$ cat config.mk
export PLATFORM = sky130hd
export DESIGN_NAME = delay_responder
export DESIGN_NICKNAME = d
export VERILOG_FILES = /design/src/rtl/delay_resp_pkg.sv /design/src/rtl/delay_slot.sv /design/src/rtl/delay_responder.sv
export SDC_FILE = /design/constraint.sdc
export NUM_CORES = 1
export LEC_CHECK = 0
export CORE_UTILIZATION = 58
export DETAILED_ROUTE_END_ITERATION = 8
export GPL_TIMING_DRIVEN = 0
export PLACE_DENSITY_LB_ADDON = 0.3
export SKIP_CTS_REPAIR_TIMING = 1
export SLEW_MARGIN = 25
export SYNTH_ARGS = -nofsm -noshare
export SYNTH_HDL_FRONTEND = slang
export SYNTH_HIERARCHICAL = 1
export SYNTH_SLANG_ARGS = --single-unit
$ cat constraint.sdc
create_clock -name clk -period 4.15 [get_ports clk]
set_input_delay 0.6225 -clock clk [delete_from_list [all_inputs] [get_ports clk]]
set_output_delay 0.6225 -clock clk [all_outputs]
set_load 0.02 [all_outputs]
$ cat src/rtl/delay_resp_pkg.sv
// delay_resp_pkg
// Shared definitions for the delay_responder block: default parameter
// values, width helpers, the slot record layout and the slot allocator
// helper used by the top level.
package delay_resp_pkg;

  localparam int MAX_DELAY_DEF       = 8;
  localparam int MAX_OUTSTANDING_DEF = 4;
  localparam int DEFAULT_DELAY_DEF   = 2;

  // Width of a delay value able to hold 0..max_delay.
  function automatic int dly_width(input int max_delay);
    return $clog2(max_delay + 1);
  endfunction

  // Width of a slot down-counter; a slot never holds more than max_delay-1.
  // Kept at least one bit wide so a MAX_DELAY of 1 still elaborates.
  function automatic int cnt_width(input int max_delay);
    return (max_delay > 1) ? $clog2(max_delay) : 1;
  endfunction

  localparam int DLY_W = dly_width(MAX_DELAY_DEF);
  localparam int CNT_W = cnt_width(MAX_DELAY_DEF);

  typedef struct packed {
    logic             valid;
    logic [CNT_W-1:0] count;
  } slot_t;

  // Index of the lowest set bit among the first n bits, or -1 if none.
  function automatic int lowest_free(input logic [31:0] free_vec, input int n);
    int idx;
    idx = -1;
    for (int i = n - 1; i >= 0; i--) begin
      if (free_vec[i]) idx = i;
    end
    return idx;
  endfunction

endpackage

$ cat src/rtl/delay_slot.sv
// delay_slot
// One countdown slot of the responder. A load captures the remaining
// delay; the slot then counts down each edge and reports maturity when
// its count reaches 1, freeing itself on that same edge.
// Ports:
//   clk, rst_n : clock, asynchronous active-low reset
//   load       : occupy the slot with load_cnt (wins over maturity)
//   load_cnt   : remaining edges until maturity (>= 1)
//   valid      : slot occupied
//   mature     : slot finishes this edge (ack becomes due)
module delay_slot
  import delay_resp_pkg::*;
#(
  parameter int CNT_W = 3
) (
  input  logic             clk,
  input  logic             rst_n,
  input  logic             load,
  input  logic [CNT_W-1:0] load_cnt,
  output logic             valid,
  output logic             mature
);

  logic             valid_q, valid_d;
  logic [CNT_W-1:0] count_q, count_d;

  assign valid  = valid_q;
  assign mature = valid_q && (count_q == CNT_W'(1));

  always_comb begin
    valid_d = valid_q;
    count_d = count_q;
    if (load) begin
      // A maturing slot may be reloaded on the same edge.
      valid_d = 1'b1;
      count_d = load_cnt;
    end else if (mature) begin
      valid_d = 1'b0;
    end else if (valid_q) begin
      count_d = count_q - CNT_W'(1);
    end
  end

  always_ff @(posedge clk or negedge rst_n) begin
    if (!rst_n) valid_q <= 1'b0;
    else        valid_q <= valid_d;
  end

  // The count is only meaningful while valid, so it needs no reset.
  always_ff @(posedge clk) begin
    count_q <= count_d;
  end

endmodule

$ cat src/rtl/delay_responder.sv
// delay_responder
// Responder side of a "req ##D ack" handshake: every sampled request
// yields one registered ack pulse D edges later. Overlapping requests
// are held in a pool of countdown slots.
// Ports:
//   clk, rst_n      : clock, asynchronous active-low reset
//   req             : request, one per edge sampled high
//   cfg_load        : load cfg_delay into the active delay
//   cfg_delay       : new delay value (1..MAX_DELAY)
//   err_clr         : clear sticky error flags
//   ack             : registered acknowledge pulse
//   busy            : any slot occupied
//   outstanding     : number of occupied slots
//   ovf_err         : sticky, a request was dropped for lack of a slot
//   cfg_err         : sticky, a configuration load was rejected
//   cur_delay       : active delay D
module delay_responder
  import delay_resp_pkg::*;
#(
  parameter int MAX_DELAY       = MAX_DELAY_DEF,
  parameter int MAX_OUTSTANDING = MAX_OUTSTANDING_DEF,
  parameter int DEFAULT_DELAY   = DEFAULT_DELAY_DEF
) (
  input  logic                               clk,
  input  logic                               rst_n,
  input  logic                               req,
  input  logic                               cfg_load,
  input  logic [$clog2(MAX_DELAY+1)-1:0]     cfg_delay,
  input  logic                               err_clr,
  output logic                               ack,
  output logic                               busy,
  output logic [$clog2(MAX_OUTSTANDING+1)-1:0] outstanding,
  output logic                               ovf_err,
  output logic                               cfg_err,
  output logic [$clog2(MAX_DELAY+1)-1:0]     cur_delay
);

  localparam int D_W = dly_width(MAX_DELAY);
  localparam int C_W = cnt_width(MAX_DELAY);
  localparam int O_W = $clog2(MAX_OUTSTANDING + 1);

  logic [MAX_OUTSTANDING-1:0] slot_valid, slot_mature, slot_load;
  logic [MAX_OUTSTANDING-1:0] free_vec, valid_next;
  logic [C_W-1:0]             load_cnt;
  int                         free_idx;
  logic                       direct, drop, cfg_ok;

  logic           ack_q, ack_d;
  logic           ovf_q, ovf_d;
  logic           cfg_err_q, cfg_err_d;
  logic [D_W-1:0] cur_delay_q, cur_delay_d;
  logic [O_W-1:0] outstanding_q, outstanding_d;

  assign ack         = ack_q;
  assign ovf_err     = ovf_q;
  assign cfg_err     = cfg_err_q;
  assign cur_delay   = cur_delay_q;
  assign outstanding = outstanding_q;
  assign busy        = (outstanding_q != '0);

  // A slot loaded with D-1 matures D-1 edges later, setting ack for edge t+D.
  assign load_cnt = C_W'(cur_delay_q - D_W'(1));

  for (genvar g = 0; g < MAX_OUTSTANDING; g++) begin : g_slot
    delay_slot #(.CNT_W(C_W)) u_slot (
      .clk      (clk),
      .rst_n    (rst_n),
      .load     (slot_load[g]),
      .load_cnt (load_cnt),
      .valid    (slot_valid[g]),
      .mature   (slot_mature[g])
    );
  end

  always_comb begin
    // A maturing slot counts as free, so it can be reused on this edge.
    free_vec = ~slot_valid | slot_mature;
    free_idx = lowest_free(32'(free_vec), MAX_OUTSTANDING);
    // With D=1 the request bypasses the slots straight into the ack flop.
    direct   = (cur_delay_q == D_W'(1));
    drop     = req && !direct && (free_idx < 0);

    slot_load = '0;
    for (int i = 0; i < MAX_OUTSTANDING; i++) begin
      slot_load[i] = req && !direct && (free_idx == i);
    end

    valid_next    = slot_load | (slot_valid & ~slot_mature);
    outstanding_d = '0;
    for (int i = 0; i < MAX_OUTSTANDING; i++) begin
      outstanding_d = outstanding_d + O_W'(valid_next[i]);
    end

    ack_d = (|slot_mature) || (req && direct);

    // D may only change while nothing is in flight and no request arrives.
    cfg_ok = cfg_load && !busy && !req &&
             (cfg_delay != '0) && (cfg_delay <= D_W'(MAX_DELAY));
    cur_delay_d = cfg_ok ? cfg_delay : cur_delay_q;

    // A new error beats a simultaneous clear.
    ovf_d     = drop || (ovf_q && !err_clr);
    cfg_err_d = (cfg_load && !cfg_ok) || (cfg_err_q && !err_clr);
  end

  always_ff @(posedge clk or negedge rst_n) begin
    if (!rst_n) begin
      ack_q         <= 1'b0;
      ovf_q         <= 1'b0;
      cfg_err_q     <= 1'b0;
      cur_delay_q   <= D_W'(DEFAULT_DELAY);
      outstanding_q <= '0;
    end else begin
      ack_q         <= ack_d;
      ovf_q         <= ovf_d;
      cfg_err_q     <= cfg_err_d;
      cur_delay_q   <= cur_delay_d;
      outstanding_q <= outstanding_d;
    end
  end

endmodule

# Word-level counts from Yosys, hierarchy flattened
# Cells that the tools add are included.
dict set report word_totals {
  reg_bits 26
  latch_bits 0
  mem_bits_rw 0
  rom_bits 0
  input_bits 9
  output_inout_bits 11
  memories 0
}
dict set report classes {
  add_sub_neg 8
  multipliers 0
  div_mod_pow 0
  n_lt_le_gt_ge 2
  eq_ne 12
  n_shift 0
  mux 24
  n_bitwise 5
  reduce_logical 42
}
# cell n
set ops {}
lappend ops {{$mux 32} 4}
lappend ops {{$eq 32x3->1 const B} 2}
lappend ops {{$mux 3} 12}
lappend ops {{$eq 32x2->1 const B} 1}
lappend ops {{$logic_not 32->1} 1}
lappend ops {{$lt 32x1->1 const B} 1}
lappend ops {{$logic_and 1x1->1} 18}
lappend ops {{$reduce_bool 2->1} 8}
lappend ops {{$sub 3x1->3 const B} 5}
lappend ops {{$eq 3x1->1 const B} 4}
lappend ops {{$mux 1} 8}
lappend ops {{$ne 2x1->1 const B} 4}
lappend ops {{$not 4->4} 2}
lappend ops {{$or 4x4->4} 2}
lappend ops {{$reduce_and 2->1} 4}
lappend ops {{$logic_not 1->1} 5}
lappend ops {{$and 4x4->4} 1}
lappend ops {{$eq 4x1->1 const B} 1}
lappend ops {{$le 4x4->1 const B} 1}
lappend ops {{$reduce_bool 4->1} 1}
lappend ops {{$reduce_or 4->1} 1}
lappend ops {{$add 2x1->3} 1}
lappend ops {{$add 3x1->3} 1}
lappend ops {{$logic_or 1x1->1} 3}
lappend ops {{other kinds (2)} 2}

# Longest topological paths before layout
dict set report depth {
  depth_word 13
  depth_mapped 11
  depth_no_buf 11
}

# By module
# Netlist, hierarchy kept.
# mod n_inst cells_each area_per_inst_um2
set by_module_without_submodules {}
lappend by_module_without_submodules {delay_slot 4 20 219.0}
lappend by_module_without_submodules {delay_responder 1 65 674.4}

# Worst setup path before layout
# OpenSTA, ideal clock, no wires.
dict set report synth_timing {
  kind {flip-flop to flip-flop}
  start {register cur_delay_q[1] (netlist: cur_delay[1])}
  end {register outstanding_q[1] (netlist: outstanding[1])}
  t_arrival_ns 2.306
  required_ns 4.024
  setup_slack_ns 1.718
  stages_incl_launch_ff 10
  cell_sequence {dfstp_2 -> inv_1 -> ha_1 -> or3b_4 -> nand3_4 -> and2_1 -> fa_1 -> inv_1 -> ha_1 -> ha_1}
}
dict set report synth_between {
  elab_chain_len 8
  elab_cells_between_ends 11
  classes_between {3 x add/sub; 1 x eq/ne; 1 x bitwise; 6 x reduce/logical}
}
# item line
set synth_lines {}
lappend synth_lines {{from (decl)} delay_responder.sv:51} ;# logic [D_W-1:0] cur_delay_q, cur_delay_d;
lappend synth_lines {{from (signal assigned)} delay_responder.sv:111} ;# cur_delay_q <= D_W'(DEFAULT_DELAY);
lappend synth_lines {{from (signal assigned)} delay_responder.sv:117} ;# cur_delay_q <= cur_delay_d;
lappend synth_lines {{$eq 4x1->1 (*)} delay_responder.sv:80} ;# direct = (cur_delay_q == D_W'(1));
lappend synth_lines {{$logic_not 1->1 (*)} delay_responder.sv:85} ;# slot_load[i] = req && !direct && (free_idx == i);
lappend synth_lines {{$logic_and 1x1->1 (*)} delay_responder.sv:85}
lappend synth_lines {{$logic_and 1x1->1} delay_responder.sv:85}
lappend synth_lines {{$or 4x4->4 (*)} delay_responder.sv:88} ;# valid_next = slot_load | (slot_valid & ~slot_mature);
lappend synth_lines {{$add 1x1->2} delay_responder.sv:91} ;# outstanding_d = outstanding_d + O_W'(valid_next[i]);
lappend synth_lines {{$add 2x1->3} delay_responder.sv:91}
lappend synth_lines {{$add 3x1->3 (*)} delay_responder.sv:91}
lappend synth_lines {{named net outstanding_d[1]} delay_responder.sv:52} ;# logic [O_W-1:0] outstanding_q, outstanding_d;
lappend synth_lines {{to (signal assigned)} delay_responder.sv:118} ;# outstanding_q <= outstanding_d;
lappend synth_lines {{to (decl)} delay_responder.sv:52}
# The timed path passes the listed nets; every way through them passes the cells marked *.
# A chain may end at the register's enable or synchronous reset.

# Final worst setup path
dict set report layout_timing {
  start {register g_slot[0].u_slot.count_q[0]}
  end {register outstanding_q[1] (netlist: outstanding[1])}
}
dict set report layout_between {
  elab_chain_len 10
  elab_cells_between_ends 18
  classes_between {3 x add/sub; 4 x eq/ne; 1 x mux; 4 x bitwise; 6 x reduce/logical}
}
# item line
set layout_lines {}
lappend layout_lines {{from (decl)} delay_slot.sv:25} ;# logic [CNT_W-1:0] count_q, count_d;
lappend layout_lines {{from (signal assigned)} delay_slot.sv:51} ;# count_q <= count_d;
lappend layout_lines {{$eq 3x1->1 (*)} delay_slot.sv:28} ;# assign mature = valid_q && (count_q == CNT_W'(1));
lappend layout_lines {{$logic_and 1x1->1 (*)} delay_slot.sv:28}
lappend layout_lines {{named net slot_mature[0]} delay_responder.sv:42} ;# logic [MAX_OUTSTANDING-1:0] slot_valid, slot_mature, slot_load;
lappend layout_lines {{$or 4x4->4} delay_responder.sv:77} ;# free_vec = ~slot_valid | slot_mature;
lappend layout_lines {{$mux 32} delay_resp_pkg.sv:35} ;# if (free_vec[i]) idx = i;
lappend layout_lines {{$eq 32x2->1 or $logic_not 32->1 (tied branches)} delay_responder.sv:85}
lappend layout_lines {{$logic_and 1x1->1} delay_responder.sv:85}
lappend layout_lines {{$or 4x4->4 (*)} delay_responder.sv:88}
lappend layout_lines {{$add 1x1->2} delay_responder.sv:91}
lappend layout_lines {{$add 2x1->3} delay_responder.sv:91}
lappend layout_lines {{$add 3x1->3 (*)} delay_responder.sv:91}
lappend layout_lines {{named net outstanding_d[1]} delay_responder.sv:52}
# Marked as above.

==> impl_metrics.json <==
{
  "hold_class": "flop to flop",
  "post_drt_wl_per_cell_um": 14.3,
  "grt_max_degree": 15,
  "yosysSeqAreaShare_pct": 45.9,
  "drv_cap": 0,
  "ir_worst_vdd_mv": 0.509,
  "hpwlAfterDp_um": 2180,
  "cts.clk_slew.worst_paths_ps": 130,
  "final_nets": 191,
  "tightest_slew_ps": 699,
  "cts_tree": "built",
  "grt_overflow": 0,
  "worstSetupPathType": "flop to flop",
  "die_x_um": 53.7,
  "drtIter0Drc": 24,
  "seq_area_um2": 712,
  "io_buffers": 19,
  "clk_path_buf_depth": 2,
  "route.detailed.drc": 0,
  "cellPowerDensity_nw_per_um2": 773,
  "critPathRequiredTime_ps": 4360,
  "numCtsBuffers": 3,
  "synth-seq-cells": 26,
  "ys_warn_count": 6,
  "final_common_cell": "inv_1",
  "slew_headroom_pct": 53.0,
  "dr.pass1.iters": 4,
  "pin_count": 20,
  "min_period_ps": 2650,
  "core_area_um2": 2500,
  "syn-num-nets": 167,
  "drt_wl_total_um": 2830,
  "drive_gt1_share_pct": 8.93,
  "synth.distinct_cells": 36,
  "fp.dieArea_um2": 2880,
  "critical_path.endpoint_type": "flop",
  "fmax_mhz": 378,
  "std_cell_rows": 18,
  "fp.dieH_um": 53.7,
  "syn_inst": 145,
  "rsz0062_at_grt": "no",
  "post-route-util_pct": 72.2,
  "clock-sinks": 26,
  "htree_levels": 1,
  "design_area_um2": 1800,
  "arrival_ps": 2860,
  "outcome": "finished, final reports clean",
  "final_cell_mix": "22 x inv_1, 19 x clkdlybuf4s50_1, 14 x nand2_1",
  "drtAntennaViolNets": 0,
  "vias": 1084,
  "post-route-period-util_pct": 63.8,
  "antenna_found_initial": 0,
  "final_cells": 198,
  "p_leak_nw": 0.807,
  "dpl.cell_count": 194,
  "avgSynthCellArea_um2": 10.7,
  "slew_viol_final": 0,
  "cp_max_fo": 5,
  "fill_cells": 193,
  "viasPerCell": 5.47,
  "critPathLaunchType": "flop",
  "grt_pass1_vias": 1122,
  "skew_ps": 1.61,
  "start_util_pct": 62.0,
  "clock_latency_ps": 310,
  "fin_tns_setup_ps": 0,
  "grt_usage_pct": 22.9,
  "cts_root_buf": "clkbuf_4",
  "setup_violations": 0,
  "hold_viol_final": 0,
  "multi_input_area_um2": 756,
  "place.gp.congestion": 0.799,
  "placed_area_um2": 1780,
  "diodes": 0,
  "synth_area_um2": 1550,
  "grt_pass1_wl_um": 4740,
  "area_growth_syn_to_layout_pct": 16.4
}
## cells by family after synthesis
kind of cell	after synthesis	synth area share, %
buffers and inverters	22	5.33
flip-flops	26	45.9
AND/OR/NAND/NOR	42	19.0
adder cells (fa/ha/maj)	13	11.0
AO/OA/AOI/OAI	36	15.3
XOR/XNOR	6	3.39
## final cells by class
class | instances | area share [%]
inverters | 22 | 4.58
repair buffers | 19 | 10.5
well taps | 30 | 2.08
flip-flops and latches | 26 | 39.5
multi-input cells | 97 | 41.9
clock buffers | 4 | 1.46
## stage by stage
stage | power [W] | hold WS, ps | setup slack (ps)
after floorplan | 0.00106 | 327 | 1720
after global placement | 0.00124 | 497 | 1410
after detailed placement | 0.00129 | 500 | 1380
after CTS | 0.00140 | 520 | 1510
after global routing | 0.00150 | 534 | 1360
final | 0.00139 | 516 | 1500
## metal layers
metal	track usage, %	share of wire, %
met2	40.3	51
met3	2.82	2.6
met5	0	0
met1	28.6	45
met4	7.46	0.88
## state kept, by name, summed over array words and instances, names as in the netlist
name,cells
ack,1
cur_delay,4
cfg_err,1
g_slot.u_slot/valid,4
ovf_err,1
outstanding,3
g_slot.u_slot/count_q,12
## worst max-delay path, stage by stage, from the launching register on
cell      delay, ps
edfxtp_1        440
ha_1            250
nand2b_4         80
nor2_1           60
nor2b_1         370
nand3_4         150
and2_1          210
fa_1            500
inv_1            40
ha_1            190
ha_1            270
## synthesized netlist by cell type
library cell | n | area [µm²]
nand4_1 | 1 | 6.26
o41ai_1 | 1 | 8.76
xnor2_1 | 5 | 43.8
nand2_1 | 14 | 52.6
nand3_4 | 1 | 17.5
xor2_1 | 1 | 8.76
o22ai_1 | 1 | 6.26
nand2b_4 | 4 | 55.1
nand4_2 | 1 | 12.5
a21o_1 | 9 | 67.6
o21ai_1 | 5 | 25.0
nor2b_2 | 1 | 8.76
o211ai_1 | 1 | 7.51
o21bai_1 | 1 | 7.51
o21ai_0 | 10 | 50.1
nor2b_1 | 4 | 25.0
o2bb2ai_1 | 3 | 26.3
edfxtp_1 | 12 | 360
and2_1 | 1 | 6.26
nor3_4 | 2 | 32.5
dfstp_2 | 1 | 26.3
nor3_1 | 1 | 5.00
or3b_4 | 1 | 11.3
nor2_1 | 6 | 22.5
ha_1 | 12 | 150
nand3b_1 | 1 | 7.51
and2b_1 | 1 | 7.51
a21boi_0 | 1 | 7.51
nand2b_1 | 1 | 6.26
fa_1 | 1 | 20.0
a32oi_1 | 3 | 26.3
a21oi_1 | 1 | 5.00
dfrtp_1 | 13 | 325
and4bb_2 | 1 | 12.5
nor4_1 | 1 | 6.26
inv_1 | 22 | 82.6
## worst paths after layout
kind                                             start                     end  slack, ps  cells after the start
max                        g_slot[0].u_slot/count_q[0]          outstanding[1]       1500                     10
min                                       cur_delay[1]            cur_delay[1]        520                      1
max reg2reg                g_slot[0].u_slot/count_q[0]          outstanding[1]       1500                     10
min reg2reg                               cur_delay[1]            cur_delay[1]        520                      1
max in group asynchronous                        rst_n  g_slot[3].u_slot/valid       3050                      1
min in group asynchronous                        rst_n                 cfg_err        690                      1
## power by group
group          leakage (nW)  switching [W]  internal [W]
logic                 0.511       0.000401      0.000336
registers             0.281      0.0000972      0.000451
clock network        0.0150      0.0000709     0.0000375
Note: power is estimated with default switching activity, not from simulation.
